--- src/rtl/axis_fifo_pkg.sv ---
// Shared types and constants for the FIFO write-side arbiter.
package axis_fifo_pkg;
    typedef enum logic {
        ARB_IDLE   = 1'b0,
        ARB_LOCKED = 1'b1
    } arb_state_e;

    localparam int unsigned ARB_CNT_W = 8;
endpackage

--- src/rtl/axis_fifo_wr_arb_rr_pick.sv ---
// Combinational round-robin select: first set request at or above the
// pointer, wrapping modulo NREQ.
module rr_pick #(
    parameter  int unsigned NREQ = 4,
    localparam int unsigned PW   = $clog2(NREQ)
) (
    input  logic [NREQ-1:0] i_req,
    input  logic [PW-1:0]   i_ptr,
    output logic [NREQ-1:0] o_onehot,
    output logic            o_found
);
    int unsigned w_sum;
    logic [PW-1:0] w_idx;

    always_comb begin
        o_onehot = '0;
        o_found  = 1'b0;
        w_sum    = 0;
        w_idx    = '0;
        for (int unsigned k = 0; k < NREQ; k++) begin
            w_sum = 32'(i_ptr) + k;
            if (w_sum >= NREQ) w_sum = w_sum - NREQ;
            w_idx = PW'(w_sum);
            if (!o_found && i_req[w_idx]) begin
                o_onehot[w_idx] = 1'b1;
                o_found         = 1'b1;
            end
        end
    end
endmodule

--- src/rtl/axis_fifo_wr_arb.sv ---
// Round-robin arbiter sharing one FIFO write port between NREQ AXI4-Stream
// inputs; a grant is held until tlast or the beat cap.
module axis_fifo_wr_arb
    import axis_fifo_pkg::*;
#(
    parameter int unsigned NREQ     = 4,
    parameter int unsigned DLEN     = 32,
    parameter int unsigned MAXBURST = 16
) (
    input  logic                 clk,
    input  logic                 rst,
    input  logic [NREQ-1:0]      s_tvalid,
    output logic [NREQ-1:0]      s_tready,
    input  logic [NREQ*DLEN-1:0] s_tdata,
    input  logic [NREQ-1:0]      s_tlast,
    output logic                 o_wen,
    output logic [DLEN-1:0]      o_wdata,
    input  logic                 i_wfull,
    output logic [NREQ-1:0]      o_grant,
    output logic                 o_busy
);
    localparam int unsigned PW = $clog2(NREQ);

    arb_state_e           r_state, w_state_nxt;
    logic [NREQ-1:0]      r_gnt, w_gnt_nxt;
    logic [PW-1:0]        r_ptr, w_ptr_nxt;
    logic [ARB_CNT_W-1:0] r_cnt, w_cnt_nxt;

    logic [NREQ-1:0] w_pick;
    logic            w_found;
    logic            w_locked, w_tvalid_g, w_tlast_g, w_beat, w_release;
    logic [PW-1:0]   w_gidx, w_ptr_inc;
    logic [DLEN-1:0] w_wdata;

    rr_pick #(.NREQ(NREQ)) u_pick (
        .i_req    (s_tvalid),
        .i_ptr    (r_ptr),
        .o_onehot (w_pick),
        .o_found  (w_found)
    );

    // r_gnt is all-zero in IDLE, so the per-grant selects collapse to 0 there
    assign w_locked   = (r_state == ARB_LOCKED);
    assign w_tvalid_g = |(s_tvalid & r_gnt);
    assign w_tlast_g  = |(s_tlast & r_gnt);
    assign w_beat     = w_locked & w_tvalid_g & ~i_wfull;
    assign w_release  = w_beat & (w_tlast_g | (r_cnt == ARB_CNT_W'(MAXBURST - 1)));

    always_comb begin
        w_gidx  = '0;
        w_wdata = '0;
        for (int unsigned i = 0; i < NREQ; i++) begin
            w_wdata = w_wdata | (s_tdata[i*DLEN +: DLEN] & {DLEN{r_gnt[i]}});
            if (r_gnt[i]) w_gidx = PW'(i);
        end
    end

    assign w_ptr_inc = (w_gidx == PW'(NREQ - 1)) ? '0 : w_gidx + 1'b1;

    assign s_tready = (w_locked && !i_wfull) ? r_gnt : '0;
    assign o_wen    = w_beat;
    assign o_wdata  = w_wdata;
    assign o_grant  = r_gnt;
    assign o_busy   = w_locked;

    always_comb begin
        w_state_nxt = r_state;
        w_gnt_nxt   = r_gnt;
        w_ptr_nxt   = r_ptr;
        w_cnt_nxt   = r_cnt;
        case (r_state)
            ARB_IDLE: begin
                if (w_found) begin
                    w_gnt_nxt   = w_pick;
                    w_cnt_nxt   = '0;
                    w_state_nxt = ARB_LOCKED;
                end
            end
            ARB_LOCKED: begin
                if (w_release) begin
                    w_state_nxt = ARB_IDLE;
                    w_gnt_nxt   = '0;
                    w_ptr_nxt   = w_ptr_inc;
                    w_cnt_nxt   = '0;
                end else if (w_beat) begin
                    w_cnt_nxt = r_cnt + 1'b1;
                end
            end
            default: begin
                w_state_nxt = ARB_IDLE;
                w_gnt_nxt   = '0;
            end
        endcase
    end

    always_ff @(posedge clk) begin
        if (rst) begin
            r_state <= ARB_IDLE;
            r_gnt   <= '0;
            r_ptr   <= '0;
            r_cnt   <= '0;
        end else begin
            r_state <= w_state_nxt;
            r_gnt   <= w_gnt_nxt;
            r_ptr   <= w_ptr_nxt;
            r_cnt   <= w_cnt_nxt;
        end
    end
endmodule

--- config.mk ---
export PLATFORM = sky130hd
export DESIGN_NAME = axis_fifo_wr_arb
export DESIGN_NICKNAME = d
export VERILOG_FILES = /design/src/rtl/axis_fifo_pkg.sv /design/src/rtl/axis_fifo_wr_arb_rr_pick.sv /design/src/rtl/axis_fifo_wr_arb.sv
export SDC_FILE = /design/constraint.sdc
export NUM_CORES = 1
export LEC_CHECK = 0
export BUFFER_PORTS_ARGS = -buffer_cell sky130_fd_sc_hd__buf_2
export CAP_MARGIN = 20
export CORE_MARGIN = 2
export CORE_UTILIZATION = 38
export DETAILED_ROUTE_END_ITERATION = 16
export GPL_TIMING_DRIVEN = 0
export PLACE_DENSITY = 0.86
export SLEW_MARGIN = 5
export SYNTH_ARGS = -nofsm -noshare
export SYNTH_HDL_FRONTEND = slang
export SYNTH_SLANG_ARGS = --single-unit
--- constraint.sdc ---
create_clock -name clk -period 4.4 [get_ports clk]
set_input_delay 0.66 -clock clk [delete_from_list [all_inputs] [get_ports clk]]
set_output_delay 0.66 -clock clk [all_outputs]
set_load 0.01 [all_outputs]
# After elaboration in Yosys (flattened, before gate mapping)
# Index checks and enable logic that the tools add are counted.
[op_classes] eq_ne=5 n_mux=43 add_sub_neg=9 reduce_logical=17 order_cmp=12 bitwise=18
[op_table] cell="32-bit AND" count=4
[op_table] cell="32-bit bitwise OR" count=3
[op_table] cell="4-bit 2-to-1 mux" count=7
[op_table] cell="8-bit 2-to-1 mux" count=3
[op_table] cell="8-bit one-hot mux with 2 select lines" count=1
[op_table] cell="1-bit 2-to-1 mux" count=15
[op_table] cell="2-bit 2-to-1 mux" count=7
[op_table] cell="2-bit by 3-bit < comparator with 1-bit output, second input constant" count=4
[op_table] cell="4-bit bitwise OR" count=3
[op_table] cell="3-bit greater-or-equal comparator, second input constant" count=3
[op_table] cell="8-bit by 1-bit adder with 8-bit output, second input constant" count=1
[op_table] cell="4-bit AND" count=2
[op_table] cell="1-bit binary-select mux with 2-bit select" count=4
[op_table] cell="1-bit demux with 2-bit select" count=4
[op_table] cell="8-bit by 4-bit == test with 1-bit output, second input constant" count=1
[op_table] cell="2-bit by 1-bit greater-or-equal comparator with 1-bit output, second input constant" count=4
[op_table] cell="1-bit logical AND" count=8
[op_table] cell="4-bit one-hot mux with 2 select lines" count=1
[op_table] cell="4-bit OR reduction" count=2
[op_table] cell="2-bit by 1-bit subtractor with 2-bit output, second input constant" count=4
[op_table] cell="2-bit by 2-bit adder with 3-bit output, second input constant" count=2
[op_table] cell="2-bit AND reduction" count=3
[op_table] cell="1-bit logical NOT" count=4
[op_table] cell="2-bit by 1-bit != test with 1-bit output, second input constant" count=2
[op_table] cell="9 further kinds" count=12
[word_totals] in_bits=139 reg_bits=15

# Logic depth before layout (Yosys ltp)
# Gate-level depths: netlist of run 1.
[depth] word_depth=16 mapped_depth=8

# Cells and area by module
# From an unflattened synthesis of run 1, not the netlist that was laid out.
[hier_totals] cells_unflattened=263 hier_area_um2=1994.4
[modules_own_cells] module="axis_fifo_wr_arb" cells_per_inst=201 instances=1 area_each_um2=1486.4 seq_area_each_um2=300.3
[modules_own_cells] module="rr_pick" cells_per_inst=62 instances=1 area_each_um2=508.0 seq_area_each_um2=0.0

# Worst setup path before layout of run 1
# Ideal clock, no wire load.
[synth_path] path_kind="reg-to-reg" start="register r_ptr[0]" end="register r_gnt[0] (netlist: o_grant[0])" path_stages_with_launch=9 t_arrival_ps=1997 path_buffers=1 setup_ps=60 path_slack_ps=2343 period_less_slack_ps=2057 path_cell_list="dfxtp_1 buf_6 inv_1 ha_1 nor2b_1 a21oi_1 o31a_1 a221oi_1 a221o_1"
[synth_between] elab_chain_len=16
[synth_rtl] element="from (decl)" line="axis_fifo_wr_arb.sv:26" rtl="logic [PW-1:0] r_ptr, w_ptr_nxt;"
[synth_rtl] element="from (signal assigned)" line="axis_fifo_wr_arb.sv:105" rtl="r_ptr <= w_ptr_nxt;"
[synth_rtl] element="parallel branches: the longest is 16 deep, another holds 2-bit by 1-bit adder with 3-bit output"
[synth_rtl] element="to (signal assigned)" line="axis_fifo_wr_arb.sv:104" rtl="r_gnt <= w_gnt_nxt;"
[synth_rtl] element="to (decl)" line="axis_fifo_wr_arb.sv:25" rtl="logic [NREQ-1:0] r_gnt, w_gnt_nxt;"
# Parallel ways; which one is timed is not known. The select of a mux whose other input is x is not followed.
# A chain may end at the register's enable or synchronous reset.

# Worst setup path after layout of run 1
# Same ends and word-level chain as after synthesis.

==> impl_metrics.ini, run 1 <==
[worst_setup_path]
critPathArrivalTime_ns = 2.52
r2r_slack_ns = 2.07
crit_buf_inv = 2
crit_cells = 8
path_cells = buf_6 > inv_1 > ha_1 > nor2b_1 > a21oi_1 > o31a_1 > a221oi_1 > a221o_1
worstPathRequired_ns = 4.59
crit_path_end = o_grant[0]$_SDFFE_PP0P_
r2r_cells = 8
start_kind = register
critical_path.max_fanout = 7
end_kind = register
r2r-start = r_ptr[0]$_SDFFE_PP0P_
r2r_end = o_grant[0]$_SDFFE_PP0P_
cp_slowest_cell = a221oi_1
max_stage_delay_ns = 0.47
path_delay_family = compound AO/OA/AOI/OAI gates
timing.critical_path.from = r_ptr[0]$_SDFFE_PP0P_
critPathKind = register to register

[timing]
fin_worst_skew_ns = 0.00324
final-hold-violation-count = 0
slew_headroom = 0.653
tns_ns = 0
layout_min_cycle_time_ns = 2.33
setup_viol_count_final = 0
slew_violations = 0
grt_setup_unrepaired = false
max_freq_mhz = 429
finalCritPeriodShare = 0.530
tightest_slew_ns = 0.520

[place]
portBuffers = 179
routabilityCongestion = 0.877
place_inst = 462
dp_hpwl_mm = 6.02
placed_area_um2 = 2680

[job]
cap_violations = 0

[routing]
firstDrtPassIters = 4
routed_via_density = 5.55
drc = 0
wirelength_mm = 7.30
postRouteAntennaNets = 0
post_drt_wl_per_cell_um = 15.7
drt-initial-drc-count = 165
vias = 2588

[floorplanning]
core-area_um2 = 4350
die_w_um = 71.3
dieArea_um2 = 5080
ios = 181
initial_core_util = 0.395
num_rows = 24
die_h_um = 71.3

[clock_tree]
cts_inserted_buffers = 3
cts_sinks = 15
postCtsHoldBufs = 0
clk_pin_slew_ns = 0.06
cts_setup_buffers = 0
clk_latency_ns = 0.25
cts_tree = yes
clockRootBuffer = clkbuf_8
ctsHtreeMaxLevel = 1
cts_max_path_buffers = 2
cts_resized = 0

[pwr]
vdd_ir_drop_max_mv = 0.157
clockPowerShare = 0.212
combPwrFrac = 0.510
power.total_mw = 0.524
power_leakage_nw = 1.44
p_int_mw = 0.329
powerDensity_nw_per_um2 = 192
seqPwrFrac = 0.278
switching_power_mw = 0.195
switching_share = 0.372

[cells_and_area]
area_delta_synth_final_pct = 58.5
fin_area_um2 = 2730
layout-drive-gt1-share = 0.469
stdcell_count = 466
diodes = 0
fill_cells = 398
nets = 562

[logic_synthesis]
synthMuxAreaShare = 0.0502
yosys.area_share.simple = 0.214
yosysUniqueCellTypes = 33
synthFlopType = dfxtp_1
yosys_warnings = 0
ys_seq_area_frac = 0.175
synth_compound_area_frac = 0.418
synth_xor_area_frac = 0.0255
synth-adder-area-share = 0.0582
syn_area_per_cell_um2 = 7.45
synth_top_family_by_area = compound AO/OA/AOI/OAI gates
synth_area_um2 = 1720
synth_edf_count = 0
synth_cells = 231
synth.ff_latch_count = 15
synth_async_sr_flop_share = 0
syn_nets = 378

[worst_hold_path]
hold_start = r_cnt[6]$_SDFFE_PP0P_
hold_path.class = register to register

[grt]
antenna_found_initial = 0
track_usage = 0.274
grt_pass1_wl_mm = 11.5
grt_pass1_vias = 2396
grt-ovfl-total = 0
grt_max_degree = 11

[status]
status = complete, no violations
[layout by cell type (no fill, tap or decap)]
| master | netlist | routed |
|---|---|---|
| nor2b_1 | 2 | 2 |
| o31a_1 | 1 | 1 |
| a211o_1 | 1 | 1 |
| a21oi_1 | 8 | 8 |
| o2111ai_1 | 3 | 3 |
| mux2i_1 | 3 | 3 |
| o21ai_0 | 5 | 5 |
| a221oi_1 | 5 | 5 |
| a21boi_2 | 1 | 1 |
| mux4_2 | 2 | 2 |
| nor3b_1 | 1 | 1 |
| mux2_2 | 1 | 1 |
| xor2_1 | 5 | 5 |
| or3_1 | 4 | 4 |
| nor2b_4 | 1 | 1 |
| and2_1 | 5 | 5 |
| nor3_1 | 5 | 5 |
| clkbuf_8 | 0 | 3 |
| inv_1 | 3 | 3 |
| dfxtp_1 | 15 | 15 |
| nand2_1 | 37 | 37 |
| nor2_1 | 15 | 15 |
| a22oi_1 | 68 | 68 |
| o21ai_1 | 1 | 1 |
| nor4_1 | 2 | 2 |
| and3_1 | 2 | 2 |
| nand4b_1 | 2 | 2 |
| buf_6 | 1 | 1 |
| ha_1 | 8 | 8 |
| a221o_1 | 4 | 4 |
| nand3_1 | 3 | 3 |
| clkbuf_1 | 12 | 12 |
| clkinv_2 | 0 | 1 |
| buf_2 | 1 | 180 |
| buf_4 | 4 | 4 |
[cell families after synthesis]
| kind of cell | Yosys count |
|---|---|
| xor gates and xnor gates | 5 |
| adders and majority gates | 8 |
| AOI/OAI and AO/OA | 97 |
| muxes | 6 |
| DFF | 15 |
| and+or+nand+nor | 79 |
| buffers and inverters | 21 |
[worst min-delay path, stage by stage, from the launching register on]
cell	delay (ns)
dfxtp_1	0.33
o21ai_0	0.08
a21oi_1	0.06
[state kept, by name, summed over array words and instances (netlist names)]
register  cells
r_cnt         8
o_busy        1
o_grant       4
r_ptr         2
[how the worst min path moves through the flow]
stage,to,slack (ns),depth (start not counted)
after floorplan,r_cnt[6]$_SDFFE_PP0P_,0.47,2
after global placement,r_cnt[7]$_SDFFE_PP0P_,0.49,2
after detailed placement,r_cnt[6]$_SDFFE_PP0P_,0.50,2
after CTS,r_cnt[1]$_SDFFE_PP0P_,0.51,2
after global routing,r_cnt[6]$_SDFFE_PP0P_,0.56,2
final,r_cnt[6]$_SDFFE_PP0P_,0.51,2
[metrics by stage]
stage | worst slack (ns) | util | hold slack (ns)
floorplan | 2.34 | - | 0.467
global placement | 2.13 | 0.616 | 0.490
detailed placement | 2.08 | 0.616 | 0.499
CTS | 2.06 | 0.626 | 0.514
global route | 1.84 | 0.626 | 0.557
finish | 2.07 | 0.626 | 0.513
[metal layers]
layer  GRT usage  routed length (µm)  share of wire  vias to the layer above
met5           0                   0              0                        -
met4      0.0776                 163          0.022                        0
met1       0.364                2950           0.40                     1178
li1            -                   -              -                     1271
met2       0.471                3610           0.50                      125
met3      0.0295                 574          0.079                       14
[Yosys cell counts, drive strengths merged, types with 2 or more instances]
master   number  share of area
a22oi        68           0.30
nand2        37          0.081
dfxtp        15           0.17
nor2         15          0.033
clkbuf       12          0.026
a21oi         8          0.023
ha            8          0.058
buf           6          0.027
o21ai         6          0.017
a221oi        5          0.025
and2          5          0.018
nor3          5          0.015
xor2          5          0.025
a221o         4          0.023
or3           4          0.015
inv           3         0.0065
mux2i         3          0.017
nand3         3         0.0087
nor2b         3          0.015
o2111ai       3          0.015
and3          2         0.0073
mux4          2          0.026
nand4b        2          0.010
nor4          2         0.0073
[power groups by stage]
stage	combinational (mW)	clock, mW	sequential [mW]
after floorplan	0.132	0	0.149
after global placement	0.261	0	0.149
after detailed placement	0.266	0	0.149
after global routing	0.296	0.118	0.146
final	0.267	0.111	0.146
after CTS	0.266	0.111	0.146
[area by class of cell]
| class | instances | area, µm² | area share |
|---|---|---|---|
| clock inverters | 1 | 5.00 | 0.00183 |
| flip-flops and latches | 15 | 300 | 0.110 |
| repair buffers | 179 | 896 | 0.328 |
| well taps | 52 | 65.1 | 0.0239 |
| clock buffers | 3 | 41.3 | 0.0151 |
| inverters | 3 | 11.3 | 0.00413 |
| plain buffers | 18 | 91.3 | 0.0335 |
| multi-input cells | 195 | 1320 | 0.483 |
(Power assumes the default switching activity.)
==> run 2, diff against run 1 <==
--- a/config.mk
+++ b/config.mk
@@ -8,10 +8,10 @@
 export BUFFER_PORTS_ARGS = -buffer_cell sky130_fd_sc_hd__buf_2
 export CAP_MARGIN = 20
 export CORE_MARGIN = 2
-export CORE_UTILIZATION = 38
+export CORE_UTILIZATION = 36
 export DETAILED_ROUTE_END_ITERATION = 16
 export GPL_TIMING_DRIVEN = 0
-export PLACE_DENSITY = 0.86
+export PLACE_DENSITY = 0.82
 export SLEW_MARGIN = 5
 export SYNTH_ARGS = -nofsm -noshare
 export SYNTH_HDL_FRONTEND = slang
==> constraint.sdc (replaced) <==
create_clock -name clk -period 2.4 [get_ports clk]
set_input_delay 0.36 -clock clk [delete_from_list [all_inputs] [get_ports clk]]
set_output_delay 0.36 -clock clk [all_outputs]
set_load 0.01 [all_outputs]
==> run 2 against run 1 <==
- hold slack got worse by 0.18 ns
- fmax up 3.3%
- utilization decreased by 3.7 points
- setup slack lost 1.9 ns
- combinational power increased by 86%
- via count grew 2.0%
- sequential power is 83% higher
- total power rose by 84%
- global-route usage is 1.4 points lower
- critical path type unchanged
- register-to-register slack lost 1.9 ns
- design area rose by 0.69%
==> impl_metrics.ini, run 2 (synthesis results as in run 1) <==
[routing]
wl_met2_mm = 3.81
wl_met1_mm = 3.04
firstDrtPassIters = 5
vias = 2640
wl_met3_um = 599
routed_via_density = 5.64
highest_layer = met4
drc = 0
post_drt_wl_per_cell_um = 16.3
wirelength_mm = 7.62
drt-initial-drc-count = 113
postRouteAntennaNets = 0

[timing]
tightest_slew_ns = 0.486
tns_ns = 0
fin_worst_skew_ns = 0.00126
finalCritPeriodShare = 0.940
setup_viol_count_final = 0
max_freq_mhz = 443
grt_setup_unrepaired = false
layout_min_cycle_time_ns = 2.26
slew_violations = 0
hold_ws_ns = 0.329
final-hold-violation-count = 0
slew_headroom = 0.676

[cells_and_area]
final_cell_mix = buf_2, a22oi_1, nand2_1
largest-register = r_cnt
diodes = 0
fill_cells = 465
largest_reg_flops = 8
nets = 562
final_common_cell = buf_2
area_delta_synth_final_pct = 59.6
layout-drive-gt1-share = 0.469

[pwr]
power_leakage_nw = 1.45
powerDensity_nw_per_um2 = 351
vdd_ir_drop_max_mv = 0.255

[worst_setup_path]
worstPathRequired_ns = 2.53
max_stage_delay_ns = 0.42
start_kind = register
path_cells = buf_6 > inv_1 > ha_1 > mux4_2 > a221oi_1 > nor3_1 > a221o_1
critPathArrivalTime_ns = 2.39
cp_slowest_cell = dfxtp_1
end_kind = register
r2r-start = r_ptr[0]$_SDFFE_PP0P_
critical_path.max_fanout = 7
timing.critical_path.from = r_ptr[0]$_SDFFE_PP0P_
critPathKind = register to register

[clock_tree]
cts_sinks = 15
clockRootBuffer = clkbuf_8
clk_pin_slew_ns = 0.06
cts_inserted_buffers = 3
cts_setup_buffers = 0
clk_latency_ns = 0.25
cts_max_path_buffers = 2
ctsHtreeMaxLevel = 1
cts_tree = yes

[place]
routabilityCongestion = 0.886
dp_hpwl_mm = 6.11
portBuffers = 179

[floorplanning]
num_rows = 25
initial_core_util = 0.369
core-area_um2 = 4660
ios = 181
dieArea_um2 = 5350
die_h_um = 73.1
die_w_um = 73.1

[worst_hold_path]
hold_start = rst
hold_path.class = input port to register

[grt]
grt_max_degree = 11
grt_pass1_vias = 2393
grt-ovfl-total = 0
grt_pass1_wl_mm = 11.2
track_usage = 0.260
antenna_found_initial = 0

[status]
status = complete, no violations

[job]
cap_violations = 0
==> run 2: changes by cell type in the layout (fill, tap and decap cells not counted), sizes merged <==
cell    before  now
clkbuf      15   16
clkinv       1    0
==> run 2: what timing repair did <==
action | in CTS | in global routing
setup endpoints to repair | 0 | 4
hold endpoints to repair | 0 | 0
hold buffers | 0 | 0
gates resized for setup | 0 | 2
==> run 2: critical path: cells and delay by family, from the launching register on <==
family                     cells  cell delay [ns]
buffers and inverters          2             0.27
adders and majority gates      1             0.35
AOI/OAI and AO/OA              2             0.61
muxes                          1             0.39
DFF                            1             0.42
and+or+nand+nor                1             0.10
==> run 2: power by group <==
part	internal [mW]	leakage, nW	total [mW]	switching (mW)
sequential	0.258	0.122	0.267	0.00921
clock	0.118	0.0228	0.202	0.0840
combinational	0.231	1.30	0.496	0.265
==> run 2: final cells by class <==
type / instances / area, µm² / area share
Multi-Input combinational cell: 195 / 1340 / 0.486
Timing Repair Buffer: 179 / 896 / 0.326
Sequential cell: 15 / 300 / 0.109
Buffer: 18 / 91.3 / 0.0333
Tap cell: 54 / 67.6 / 0.0246
Clock buffer: 4 / 45.0 / 0.0164
Inverter: 3 / 11.3 / 0.00410
==> run 2: final timing paths <==
| check | cells past startpoint | to | slack [ns] |
|---|---|---|---|
| worst min-delay path | 2 | r_ptr[0]$_SDFFE_PP0P_ | 0.33 |
| worst max-delay path | 7 | o_grant[1]$_SDFFE_PP0P_ | 0.14 |
| worst min register to register | 2 | r_cnt[6]$_SDFFE_PP0P_ | 0.51 |
| worst max register to register | 7 | o_grant[1]$_SDFFE_PP0P_ | 0.14 |
==> run 2: through the flow <==
stage               cell area (µm²)  power (mW)  instances  setup WS, ns   util
floorplan                      1720       0.516        231         0.343      -
global placement               2680       0.750        464         0.125  0.576
detailed placement             2680       0.760        464        0.0160  0.576
CTS                            2730       0.962        468       0.00542  0.586
global route                   2750        1.03        468        0.0123  0.589
finish                         2750       0.965        468         0.143  0.589
==> run 2: per-layer routing <==
metal | vias up | global-route usage
met1 | 1215 | 0.322
met3 | 23 | 0.0387
met5 | - | 0
li1 | 1270 | -
met2 | 132 | 0.462
met4 | 0 | 0.0741
